## config.mk

```make
export PLATFORM = sky130hd
export DESIGN_NAME = sdrc_wb_arbiter
export DESIGN_NICKNAME = d
export VERILOG_FILES = /design/src/rtl/sdrc_wb_arbiter.sv
export SDC_FILE = /design/constraint.sdc
export NUM_CORES = 1
export LEC_CHECK = 0
export CORE_AREA = 2 2 158 160
export DETAILED_ROUTE_END_ITERATION = 8
export DIE_AREA = 0 0 160 162
export GPL_TIMING_DRIVEN = 0
export PLACE_DENSITY = 0.46
export SYNTH_ARGS = -nofsm -noshare
export SYNTH_HDL_FRONTEND = slang
export SYNTH_SLANG_ARGS = --single-unit
```

## constraint.sdc

```tcl
create_clock -name wb_clk_i -period 2.2 [get_ports wb_clk_i]
set_clock_uncertainty 0.1 [all_clocks]
set_input_delay 0.22 -clock wb_clk_i [delete_from_list [all_inputs] [get_ports wb_clk_i]]
set_output_delay 0.22 -clock wb_clk_i [all_outputs]
set_load 0.005 [all_outputs]
```

## src/rtl/sdrc_wb_arbiter.sv

```systemverilog
// Round-robin Wishbone arbiter that shares one SDRAM controller port among
// NUM_M requesters. Bursts are locked to the owner for as long as it holds cyc.
// A stall watchdog raises a one-cycle error if the slave stops acknowledging.
module sdrc_wb_arbiter #(
    parameter int NUM_M   = 4,
    parameter int AW      = 26,
    parameter int DW      = 32,
    parameter int TIMEOUT = 255
) (
    input  logic                    wb_clk_i,
    input  logic                    wb_rst_i,
    // requester side, fields packed by requester index
    input  logic [NUM_M-1:0]        m_cyc_i,
    input  logic [NUM_M-1:0]        m_stb_i,
    input  logic [NUM_M-1:0]        m_we_i,
    input  logic [NUM_M*AW-1:0]     m_adr_i,
    input  logic [NUM_M*DW-1:0]     m_dat_i,
    input  logic [NUM_M*DW/8-1:0]   m_sel_i,
    output logic [DW-1:0]           m_dat_o,
    output logic [NUM_M-1:0]        m_ack_o,
    output logic [NUM_M-1:0]        m_err_o,
    // SDRAM controller side
    output logic                    s_cyc_o,
    output logic                    s_stb_o,
    output logic                    s_we_o,
    output logic [AW-1:0]           s_adr_o,
    output logic [DW-1:0]           s_dat_o,
    output logic [DW/8-1:0]         s_sel_o,
    input  logic [DW-1:0]           s_dat_i,
    input  logic                    s_ack_i,
    // status
    output logic [NUM_M-1:0]        gnt_o,
    output logic                    busy_o
);

    localparam int SW = DW / 8;
    localparam int IW = $clog2(NUM_M);
    localparam int CW = ($clog2(TIMEOUT + 1) > 8) ? $clog2(TIMEOUT + 1) : 8;

    typedef enum logic [1:0] {
        IDLE,
        OWN,
        ERR
    } state_t;

    state_t         state;
    logic [IW-1:0]  rr_ptr;
    logic [IW-1:0]  gnt_idx;
    logic [CW-1:0]  stall_cnt;

    logic           sel_found;
    logic [IW-1:0]  sel_idx;
    logic [IW:0]    cand;
    logic [IW-1:0]  rr_next;

    // Round-robin search: first requester at or after rr_ptr, wrapping.
    always_comb begin
        // NOTE: every combinational output gets a default first so no path
        // leaves it unassigned, which would otherwise infer a latch.
        sel_found = 1'b0;
        sel_idx   = '0;
        cand      = '0;
        for (int i = 0; i < NUM_M; i++) begin
            cand = {1'b0, rr_ptr} + (IW+1)'(i);
            if (cand >= (IW+1)'(NUM_M))
                cand = cand - (IW+1)'(NUM_M);
            if (!sel_found && m_cyc_i[cand[IW-1:0]]) begin
                sel_found = 1'b1;
                sel_idx   = cand[IW-1:0];
            end
        end
    end

    assign rr_next = (sel_idx == IW'(NUM_M - 1)) ? '0 : sel_idx + 1'b1;

    // Arbitration FSM with grant, pointer, stall watchdog and error pulse.
    always_ff @(posedge wb_clk_i or posedge wb_rst_i) begin
        // NOTE: sequential state uses non-blocking assignments only, so every
        // register samples pre-edge values regardless of statement order.
        if (wb_rst_i) begin
            state     <= IDLE;
            gnt_o     <= '0;
            gnt_idx   <= '0;
            rr_ptr    <= '0;
            stall_cnt <= '0;
            m_err_o   <= '0;
        end else begin
            m_err_o <= '0;
            case (state)
                IDLE: begin
                    if (sel_found) begin
                        state     <= OWN;
                        gnt_o     <= NUM_M'(1) << sel_idx;
                        gnt_idx   <= sel_idx;
                        rr_ptr    <= rr_next;
                        stall_cnt <= '0;
                    end
                end
                OWN: begin
                    if (!m_cyc_i[gnt_idx]) begin
                        state <= IDLE;
                        gnt_o <= '0;
                    end else if (stall_cnt == CW'(TIMEOUT)) begin
                        state   <= ERR;
                        m_err_o <= gnt_o;
                    end
                    if (s_ack_i)
                        stall_cnt <= '0;
                    else if (s_stb_o && stall_cnt != '1)
                        stall_cnt <= stall_cnt + 1'b1;
                end
                ERR: begin
                    if (!m_cyc_i[gnt_idx]) begin
                        state <= IDLE;
                        gnt_o <= '0;
                    end
                end
                default: state <= IDLE;
            endcase
        end
    end

    // Slave-side mux: only the owner reaches the controller, and only in OWN.
    always_comb begin
        s_cyc_o = 1'b0;
        s_stb_o = 1'b0;
        s_we_o  = 1'b0;
        s_adr_o = '0;
        s_dat_o = '0;
        s_sel_o = '0;
        if (state == OWN) begin
            s_cyc_o = m_cyc_i[gnt_idx];
            s_stb_o = m_stb_i[gnt_idx];
            s_we_o  = m_we_i[gnt_idx];
            s_adr_o = m_adr_i[int'(gnt_idx)*AW +: AW];
            s_dat_o = m_dat_i[int'(gnt_idx)*DW +: DW];
            s_sel_o = m_sel_i[int'(gnt_idx)*SW +: SW];
        end
    end

    // Ack passes straight through to the owner; late acks outside OWN vanish.
    assign m_ack_o = (state == OWN && s_ack_i) ? gnt_o : '0;
    assign m_dat_o = s_dat_i;
    assign busy_o  = (state != IDLE);

endmodule

```

==> summary.md <==
| Metric | Value |
|---|---|
| Tmin final | `2.312 ns` |
| Die height | `162 um` |
| Worst path arrival time | `1.99 ns` |
| Register area share after synthesis | `0.1588` |
| Area delta synth->final | `136.2%` |
| Reg2Reg Depth | `7` |
| Fmax | `432.5 MHz` |
| Critical Path Sink | `s_adr_o[5]` |
| Switch share | `0.3576` |
| Via-to-Cell Ratio | `4.225` |
| H-tree Lvls | `1` |
| Worst-path clk slew | `0.06 ns` |
| Slew HR | `0.4078` |
| Post-synthesis register bit count | `22` |
| Die area | `0.02592 mm2` |
| Inst Count DP | `1006` |
| Post-synth EDFFs | `0` |
| Buf/Inv on CP | `6` |
| Vias after detailed routing | `4394` |
| Combinational share of power | `0.852` |
| Post-route cell area | `0.008188 mm2` |
| Failing checks | `setup timing` |
| Warnings, synthesis | `0` |
| Slew Limit Fails | `0` |
| Crit path cell chain | `buf_6 > buf_12 > buf_12 > buf_8 > buf_16 > mux4_2 > and2_4 > buf_6` |
| Commonest cells after routing, fill and taps aside | `clkdlybuf4s50_1, mux4_2, buf_4` |
| Startpoint types | `register` |
| First-pass GRT wire length | `30590 um` |
| Least-Margin Pin Slew | `0.8873 ns` |
| Most common cell after layout, fill and taps aside | `clkdlybuf4s50_1` |
| Synth Flop Type | `dfrtp_1` |
| DP Area | `0.007596 mm2` |
| Status | `finished, violations left` |
| PD cells | `926.2 mW/mm2` |
| Final Hold Violating Endpoints | `0` |
| Post-route setup slack | `-0.1121 ns` |
| Num CTS Buffers | `3` |
| CP startpoint | `gnt_idx[0]` |
| Pleak | `3.388 nW` |
| R2r startpoint | `gnt_idx[0]` |
| Total power | `7.583 mW` |
| Filler Cells Inserted | `2492` |
| GPL Wtd Cong | `0.8640` |
| Final TNS setup | `-1.537 ns` |
| Post-DRT Antenna Nets | `0` |
| Post-synth cell types | `37` |
| Clock sink total | `22` |
| First DRT Iteration DRCs | `245` |
| Fin crit share | `1.051` |
| Top delay family on crit path | `buffers and inverters` |
| Initial antenna violation count | `2` |
| Reg-to-reg setup timing slack | `0.10 ns` |
| Worst setup EP type | `output port` |
| Largest net degree at the start of global routing | `23` |
| Clk pwr share | `0.067` |
| WP data required | `1.88 ns` |
| VDD IR max | `419.7 uV` |
| Worst Hold Margin | `0.3544 ns` |
| Slowest cell on crit path | `mux4_2` |
| Hold/Removal Path Class | `input pin to async pin` |
| Area leader, netlist | `mux4_2` |
| Final setup viols | `20` |
| Ranking of synthesized cells by area | `mux4_2, dfrtp_1, and2_1` |
| Starting Density | `0.1438` |
| RR Endpoint | `gnt_o[1]` |
| Pint | `4.872 mW` |
| Row count | `57` |
| Slowest stage delay, CP | `0.44 ns` |
| Seq pwr share | `0.081` |
| Crit Path Class | `register to output port` |
| Final core utilization | `0.3397` |
| Synth top area share | `0.4157` |
| Number of global-route vias before repair | `4618` |
| Post-DP HPWL | `17900 um` |
| Hold_buf cts | `0` |
| Syn nets | `615` |
| Die X | `160 um` |
| Gr ovfl total | `0` |
| Final WL | `21470 um` |
| Root buf cell | `clkbuf_16` |
| Cells after Synth | `310` |
| Share of cells above drive strength 1 | `0.3650` |
| CP max FO | `6` |
| Final Instance Count excl. Fillers | `1040` |
| Sw power | `2.712 mW` |
| Clk buf depth | `2` |
| Worst-Skew Late Latency | `0.25 ns` |
| Ys async rst share | `1.000` |
| Io pins | `405` |
| Port buffer count | `372` |
| Pre-antenna DRT Iters | `4` |
| Drt drc | `0` |
| Unrepaired setup endpoints after global routing | `yes` |
| Max_cap viols | `0` |
| Total stage count of the critical path | `8` |
| # nets final | `1021` |
| CTS tree | `done` |
| GRT Overall Usage | `0.1543` |
| DP Worst Slack | `-1.157 ns` |
| Mapped Area | `0.003467 mm2` |
| Syn Area/Cell | `11.18 um2` |
| Core Area | `0.02411 mm2` |
| Wire per inst | `20.65 um` |
-- area by class of cell --
class                      instances  area (um2)  share of cell area
antenna                            1       2.502           0.0003056
inverter                           7       26.28            0.003209
tap                              324       405.4             0.04951
sequential                        22       554.3             0.06770
timing repair buffer             403        3933              0.4803
buffer                            54       501.7             0.06128
multi-input combinational        225        2660              0.3249
clock buffer                       3       75.07            0.009169
clock inverter                     1       30.03            0.003667
-- registers in the layout (all words and copies together) (netlist names) --
signal and flops:
gnt_o 4, state 2, stall_cnt 8, gnt_idx 2, m_err_o 4, rr_ptr 2
-- power groups by stage --
stage               registers, mW  logic [mW]  clock network, mW
finish                      0.615        6.46              0.509
detailed placement          0.616        5.47                  0
floorplan                   0.579        2.75                  0
CTS                         0.610        6.44              0.520
global placement            0.612        5.45                  0
global route                0.629        6.92              0.536
-- worst min-delay path by stage --
stage	slack, ns	to	cells past startpoint	start
2_1_floorplan	0.11	gnt_idx[0]	1	wb_rst_i
3_3_place_gp	0.37	stall_cnt[7]	1	stall_cnt[7]
3_5_place_dp	0.39	stall_cnt[7]	1	stall_cnt[7]
4_1_cts	0.38	stall_cnt[0]	2	wb_rst_i
5_1_grt	0.40	stall_cnt[7]	1	stall_cnt[7]
6_report	0.35	m_err_o[2]	2	wb_rst_i
-- repair_timing --
| action | CTS | global route |
|---|---|---|
| gates resized for setup | 311 | 60 |
| setup buffers | 25 | 5 |
| endpoints found under the setup margin | 79 | 63 |
| pin swaps | 22 | 6 |
| gates cloned | 4 | 0 |
-- worst register-to-register path, cell delays in order, from the launching register on --
cell	delay, ns
dfrtp_1	0.34
buf_6	0.12
buf_8	0.12
buf_4	0.11
mux4_2	0.50
buf_4	0.16
a211o_1	0.34
a22o_1	0.20
-- cells by family (layout without fill, tap and decap cells) --
group	Yosys count	count (layout)	synth area share
other	0	1	0
AO/OA/AOI/OAI	43	43	0.08337
flip-flops	22	22	0.1588
buffers and inverters	63	468	0.1119
multiplexers	70	70	0.4341
AND/OR/NAND/NOR	102	102	0.1758
adder cells (fa/ha/maj)	10	10	0.03609
-- Yosys cell counts, drive strengths merged (4+ instances only) --
master	n
o21ai	12
and2	70
a22o	4
and3	7
a21oi	9
clkbuf	9
inv	7
nor2	4
mux4	64
ha	10
o31ai	4
nand2	8
dfrtp	22
buf	47
-- routing by layer --
metal | global-route usage | vias to the layer above | wire (um)
met5 | 0 | - | 13
met4 | 0.02826 | 2 | 325
met3 | 0.03498 | 20 | 1439
met2 | 0.2877 | 216 | 11410
met1 | 0.1826 | 2182 | 8282
li1 | - | 1974 | -
Note: power is estimated with default switching activity, not from simulation.
